`src/rtl/vga_timing_gen.sv`:
```
// Raster timing generator: pixel tick, early x/y request, delayed hs/vs/de.
// Define VGA_TIMING_PIX_DIV_EN to build the clk-to-pixel divider.
module vga_timing_gen #(
  parameter int H_ACTIVE = 640,
  parameter int H_FP     = 16,
  parameter int H_SYNC   = 96,
  parameter int H_BP     = 48,
  parameter int V_ACTIVE = 480,
  parameter int V_FP     = 10,
  parameter int V_SYNC   = 2,
  parameter int V_BP     = 33,
  parameter bit HS_POL   = 1'b0,
  parameter bit VS_POL   = 1'b0,
  parameter int PIX_DIV  = 8,
  parameter int LAT      = 2
) (
  input  logic       clk,
  input  logic       rst_n,
  output logic       pix_ce,
  output logic [9:0] x,
  output logic [9:0] y,
  output logic       req_valid,
  output logic       frame_start,
  output logic       hs,
  output logic       vs,
  output logic       de
);

  localparam int H_TOTAL = H_ACTIVE + H_FP + H_SYNC + H_BP;
  localparam int V_TOTAL = V_ACTIVE + V_FP + V_SYNC + V_BP;

  localparam logic [9:0] X_MAX  = 10'(H_TOTAL - 1);
  localparam logic [9:0] Y_MAX  = 10'(V_TOTAL - 1);
  localparam logic [9:0] H_ACT  = 10'(H_ACTIVE);
  localparam logic [9:0] V_ACT  = 10'(V_ACTIVE);
  localparam logic [9:0] HS_BEG = 10'(H_ACTIVE + H_FP);
  localparam logic [9:0] HS_END = 10'(H_ACTIVE + H_FP + H_SYNC - 1);
  localparam logic [9:0] VS_BEG = 10'(V_ACTIVE + V_FP);
  localparam logic [9:0] VS_END = 10'(V_ACTIVE + V_FP + V_SYNC - 1);

  localparam logic [2:0] IDLE = {~HS_POL, ~VS_POL, 1'b0};

  logic [9:0] x_q;
  logic [9:0] y_q;
  logic       hs_req;
  logic       vs_req;
  logic [2:0] req_sig;
  logic [2:0] dly_out;

`ifdef VGA_TIMING_PIX_DIV_EN
  localparam logic [3:0] DIV_MAX = 4'(PIX_DIV - 1);

  logic [3:0] div_q;
  logic       ce_q;

  always_ff @(posedge clk or negedge rst_n) begin
    if (!rst_n) begin
      div_q <= '0;
      ce_q  <= 1'b0;
    end else begin
      ce_q  <= (div_q == DIV_MAX);
      div_q <= (div_q == DIV_MAX) ? 4'd0 : div_q + 4'd1;
    end
  end

  assign pix_ce = ce_q;
`else
  assign pix_ce = 1'b1;
`endif

  always_ff @(posedge clk or negedge rst_n) begin
    if (!rst_n) begin
      x_q <= '0;
      y_q <= '0;
    end else if (pix_ce) begin
      if (x_q == X_MAX) begin
        x_q <= '0;
        y_q <= (y_q == Y_MAX) ? 10'd0 : y_q + 10'd1;
      end else begin
        x_q <= x_q + 10'd1;
      end
    end
  end

  assign x           = x_q;
  assign y           = y_q;
  assign req_valid   = (x_q < H_ACT) && (y_q < V_ACT);
  assign frame_start = pix_ce && (x_q == 10'd0) && (y_q == 10'd0);

  assign hs_req  = (x_q >= HS_BEG && x_q <= HS_END) ? HS_POL : ~HS_POL;
  assign vs_req  = (y_q >= VS_BEG && y_q <= VS_END) ? VS_POL : ~VS_POL;
  assign req_sig = {hs_req, vs_req, req_valid};

  // Delay line lines sync/enable up with colour fetched from x/y.
  generate
    if (LAT == 0) begin : g_nodly
      assign dly_out = req_sig;
    end else begin : g_dly
      logic [2:0] pipe [LAT];

      always_ff @(posedge clk or negedge rst_n) begin
        if (!rst_n) begin
          for (int i = 0; i < LAT; i++) pipe[i] <= IDLE;
        end else if (pix_ce) begin
          pipe[0] <= req_sig;
          for (int i = 1; i < LAT; i++) pipe[i] <= pipe[i-1];
        end
      end

      assign dly_out = pipe[LAT-1];
    end
  endgenerate

  assign {hs, vs, de} = dly_out;

endmodule

```
`config.mk`:
```
export PLATFORM = sky130hd
export DESIGN_NAME = vga_timing_gen
export DESIGN_NICKNAME = d
export VERILOG_FILES = /design/src/rtl/vga_timing_gen.sv
export SDC_FILE = /design/constraint.sdc
export NUM_CORES = 1
export LEC_CHECK = 0
export ABC_AREA = 0
export BUFFER_PORTS_ARGS = -buffer_cell sky130_fd_sc_hd__buf_2
export CAP_MARGIN = 20
export CORE_MARGIN = 2
export CORE_UTILIZATION = 53
export DETAILED_ROUTE_END_ITERATION = 8
export PLACE_DENSITY = 0.77
export SLEW_MARGIN = 20
export SYNTH_ARGS = -nofsm -noshare
export SYNTH_HDL_FRONTEND = slang
export SYNTH_SLANG_ARGS = --single-unit
```
`constraint.sdc`:
```
create_clock -name clk -period 2.1 [get_ports clk]
set_clock_uncertainty 0.2 [all_clocks]
set_input_delay 0.42 -clock clk [delete_from_list [all_inputs] [get_ports clk]]
set_output_delay 0.42 -clock clk [all_outputs]
set_load 0.01 [all_outputs]
```
* After elaboration in Yosys (flattened, before gate mapping)
Cells that the tools add are included.
Word-level totals: flip-flop bits (word level) 26, bits of input ports 2
Cells by class: add/subtract/negate cells 2, $lt $le $gt $ge 6, equal/unequal tests 2, muxes and demuxes 4, reduce and logical (&&, ||, !) cells 6
Operators with widths (number):
- $add 10x1->10 const B | 2
- $eq 10x10->1 const B | 2
- $logic_not 10->1 | 2
- $mux 10 | 2
- $ge 10x10->1 const B | 1
- $ge 10x9->1 const B | 1
- $le 10x10->1 const B | 1
- $le 10x9->1 const B | 1
- $lt 10x10->1 const B | 1
- $lt 10x9->1 const B | 1
- $logic_and 1x1->1 | 4
- $mux 1 | 2

* Depth between registers and ports, before layout
depth in word-level cells 3, depth in mapped cells 6, gate-level depth less buffers 6

* Worst setup path before layout
OpenSTA, ideal clock, no wires.
path type register to output, start point register y_q[0] (netlist: y[0]), end point output port frame_start, arrival 1609 ps, setup slack -129 ps, stages on the path, launching flop included 6, buffers on the path 0, cells stage by stage dfrtp_1 -> inv_1 -> ha_1 -> nor3b_1 -> nand4_1 -> nor4_1
On the way: word-level cells in the longest chain between the ends 2
RTL lines:
- from (decl) | line 44 | logic [9:0] y_q;
- from (signal assigned) | line 78 | y_q <= (y_q == Y_MAX) ? 10'd0 : y_q + 10'd1;
- $logic_not 10->1 | line 88 | assign frame_start = pix_ce && (x_q == 10'd0) && (y_q == 10'd0);
- $logic_and 1x1->1 | line 88
- to (decl) | line 23 | output logic frame_start,
Every way passes these cells.

* Worst setup path in the final report
start point register x_q[4] (netlist: x[4]), end point output port frame_start
On the way: word-level cells in the longest chain between the ends 2
RTL lines:
- from (decl) | line 43 | logic [9:0] x_q;
- from (signal assigned) | line 80 | x_q <= x_q + 10'd1;
- $logic_not 10->1 | line 88
- $logic_and 1x1->1 | line 88
Every way passes these cells.

==> flow_summary.json <==
{
  "status": "finished, violations left",
  "violations": "setup timing",
  "core-area_um2": 2410,
  "period_share": 1.08,
  "fin_ws_ns": -0.175,
  "power_density_nw_per_um2": 427,
  "crit_path_max_fanout": 2,
  "stdcell_area_um2": 1690,
  "top_layer_used": "met4",
  "required_ns": 1.48,
  "post-place-ws_ns": 0.0689,
  "cap_viol_max_count": 0,
  "die_w_um": 53.7,
  "grt_pass1_vias": 1020,
  "htreeDepth": 1,
  "arrival_ns": 1.65,
  "yosys_warnings": 0,
  "dr_wl_met3_um": 100,
  "mostFrequentLayoutCell": "buf_2",
  "setup_viol": 1,
  "cts-root-buf": "clkbuf_4",
  "die_h_um": 53.7,
  "vias": 1127,
  "ir_drop_v": 0.000323,
  "start_util": 0.543,
  "endpoint_kind": "output port",
  "worstSkewPairLatency_ns": 0.32,
  "cts_buffer_depth": 2,
  "grt_max_degree": 27,
  "met1_length_um": 1330,
  "fin_tns_setup_ns": -0.175,
  "routedWlPerCell_um": 14.9,
  "leakage_uw": 0.000837,
  "maxSlewViolCount": 0,
  "area_delta_synth_final_pct": 29.2,
  "hpwl_um": 2140,
  "ys_ff_latch": 26,
  "die-area_um2": 2880,
  "fillers": 193,
  "min_path_type": "reg -> reg",
  "clkSlewWorstSetupHoldPaths_ns": 0.13,
  "layout_common_cells": "26 x buf_2, 25 x buf_4, 22 x dfrtp_1",
  "synth_cells": 123,
  "seq_area_frac_synth": 0.501,
  "drive_above_1_share": 0.428,
  "worst_pin_slew_ns": 0.578,
  "final_nets": 181,
  "syn_avg_cell_area_um2": 10.6,
  "cts_tree": "built",
  "place_area_um2": 1550,
  "first_iter_violations": 20,
  "syn_nets": 129,
  "io_buffers": 26,
  "drt_wl_total_um": 3030,
  "grt_pass1_wl_um": 4930,
  "relSlewSlack": 0.614,
  "cts_buffers": 3,
  "gp_congestion": 0.874,
  "synth_cell_types": 36,
  "clock.fmax_mhz": 440,
  "vias_per_cell": 5.55,
  "antenna_found_initial": 0,
  "drc": 0,
  "period_minus_slack_ns": 2.27,
  "row_count": 18,
  "cp-start-kind": "register",
  "grtUsageTotal": 0.238,
  "met2RoutedLength_um": 1550,
  "first_pass_iters": 4,
  "finish.utilization": 0.701,
  "clkSinkCount": 26,
  "antennaDiodeCount": 0,
  "pin_count": 28,
  "syn-cell-area_um2": 1310,
  "rsz0062_at_grt": "true",
  "critPathKind": "reg -> out",
  "antenna_left": 0,
  "grt_overflow": 0,
  "hold_viol": 0
}
[cells in the mapped netlist]
cell type	count	area share
and3_1	3	0.014
and3_2	3	0.017
buf_6	2	0.017
nand4b_1	1	0.0067
buf_4	3	0.017
o31ai_1	1	0.0057
a2bb2oi_1	1	0.0067
and2_2	1	0.0057
xnor2_1	5	0.033
o41ai_1	1	0.0067
nor3_1	2	0.0076
and2_1	2	0.0096
a211oi_1	1	0.0057
and4_1	3	0.020
a21oi_1	1	0.0038
nor2_1	9	0.026
nor4b_1	2	0.013
nand4_1	8	0.038
a31oi_1	1	0.0048
inv_1	6	0.017
nor3b_1	1	0.0057
dfrtp_1	22	0.42
nand3_1	5	0.019
o21ai_0	5	0.019
nand2_1	10	0.029
dfstp_2	4	0.080
conb_1	1	0.0029
ha_1	4	0.038
mux2_1	1	0.0086
a22oi_1	2	0.011
xor2_1	6	0.040
or2_2	1	0.0048
or4_1	2	0.011
nor4b_4	1	0.018
nor4_1	1	0.0048
and3_4	1	0.0086
[metrics by stage]
stage               hold WS [ns]  cells  total power, uW
floorplan                -0.0756    123              513
global placement           0.135    188              521
detailed placement         0.136    188              522
CTS                        0.166    198              730
global route               0.171    203              751
finish                     0.164    203              722
[worst max-delay path, stage by stage, from the launching register on]
cell,delay (ns)
dfrtp_1,0.41
or4_4,0.55
nor4_2,0.21
buf_2,0.16
[sequential cells by signal, summed over array words and instances, names as in the netlist]
signal and count:
x 10, y 10, dly_out 3, g_dly.pipe 3
[logic make-up after synthesis]
kind of cell,after synthesis,synth area share
fa+ha+maj,4,0.0382
flops,26,0.501
mux,1,0.00860
buf+inv,11,0.0516
simple gates,56,0.260
other cells,1,0.00287
compound gates,13,0.0641
xor+xnor,11,0.0736
[routing by layer]
metal	global-route usage	up-vias
met5	0	-
met4	0.0812	0
met3	0.0333	7
met2	0.400	31
met1	0.312	550
li1	-	539
[path summary, 6_finish.rpt]
| path | start | to | slack (ns) | cells past startpoint |
|---|---|---|---|---|
| max | x[4]$_DFF_PN0_ | frame_start | -0.17 | 3 |
| min | g_dly.pipe[3]$_DFF_PN0_ | dly_out[0]$_DFF_PN0_ | 0.16 | 0 |
| max reg2reg | x[7]$_DFF_PN0_ | y[4]$_DFFE_PN0N_ | 0.07 | 6 |
| min reg2reg | g_dly.pipe[3]$_DFF_PN0_ | dly_out[0]$_DFF_PN0_ | 0.16 | 0 |
| max in group asynchronous | rst_n | dly_out[2]$_DFF_PN1_ | 0.91 | 2 |
| min in group asynchronous | rst_n | y[5]$_DFFE_PN0N_ | 0.41 | 2 |
[area by class of cell]
| class | count | area (um^2) | area share |
|---|---|---|---|
| Clock buffer | 3 | 22.5 | 0.0133 |
| Sequential cell | 26 | 656 | 0.388 |
| Tap cell | 30 | 37.5 | 0.0222 |
| Inverter | 6 | 22.5 | 0.0133 |
| Timing Repair Buffer | 52 | 328 | 0.194 |
| Multi-Input combinational cell | 86 | 624 | 0.369 |
[power by group]
group          internal [uW]  leakage [uW]  total, uW  switching [uW]
logic                   1.87      0.000498       12.2            10.3
registers                501      0.000325        501               0
clock network           67.3     0.0000138        209             142
[what timing repair did]
action                                  in CTS  in global routing
resized for setup                            7                  2
pin swaps                                    3                  3
gates cloned                                 0                  0
setup buffers                                6                  5
hold buffers                                 1                  0
endpoints found under the hold margin       22                  0
endpoints found under the setup margin       1                  3
No activity file was read; power rests on OpenSTA's default activity.
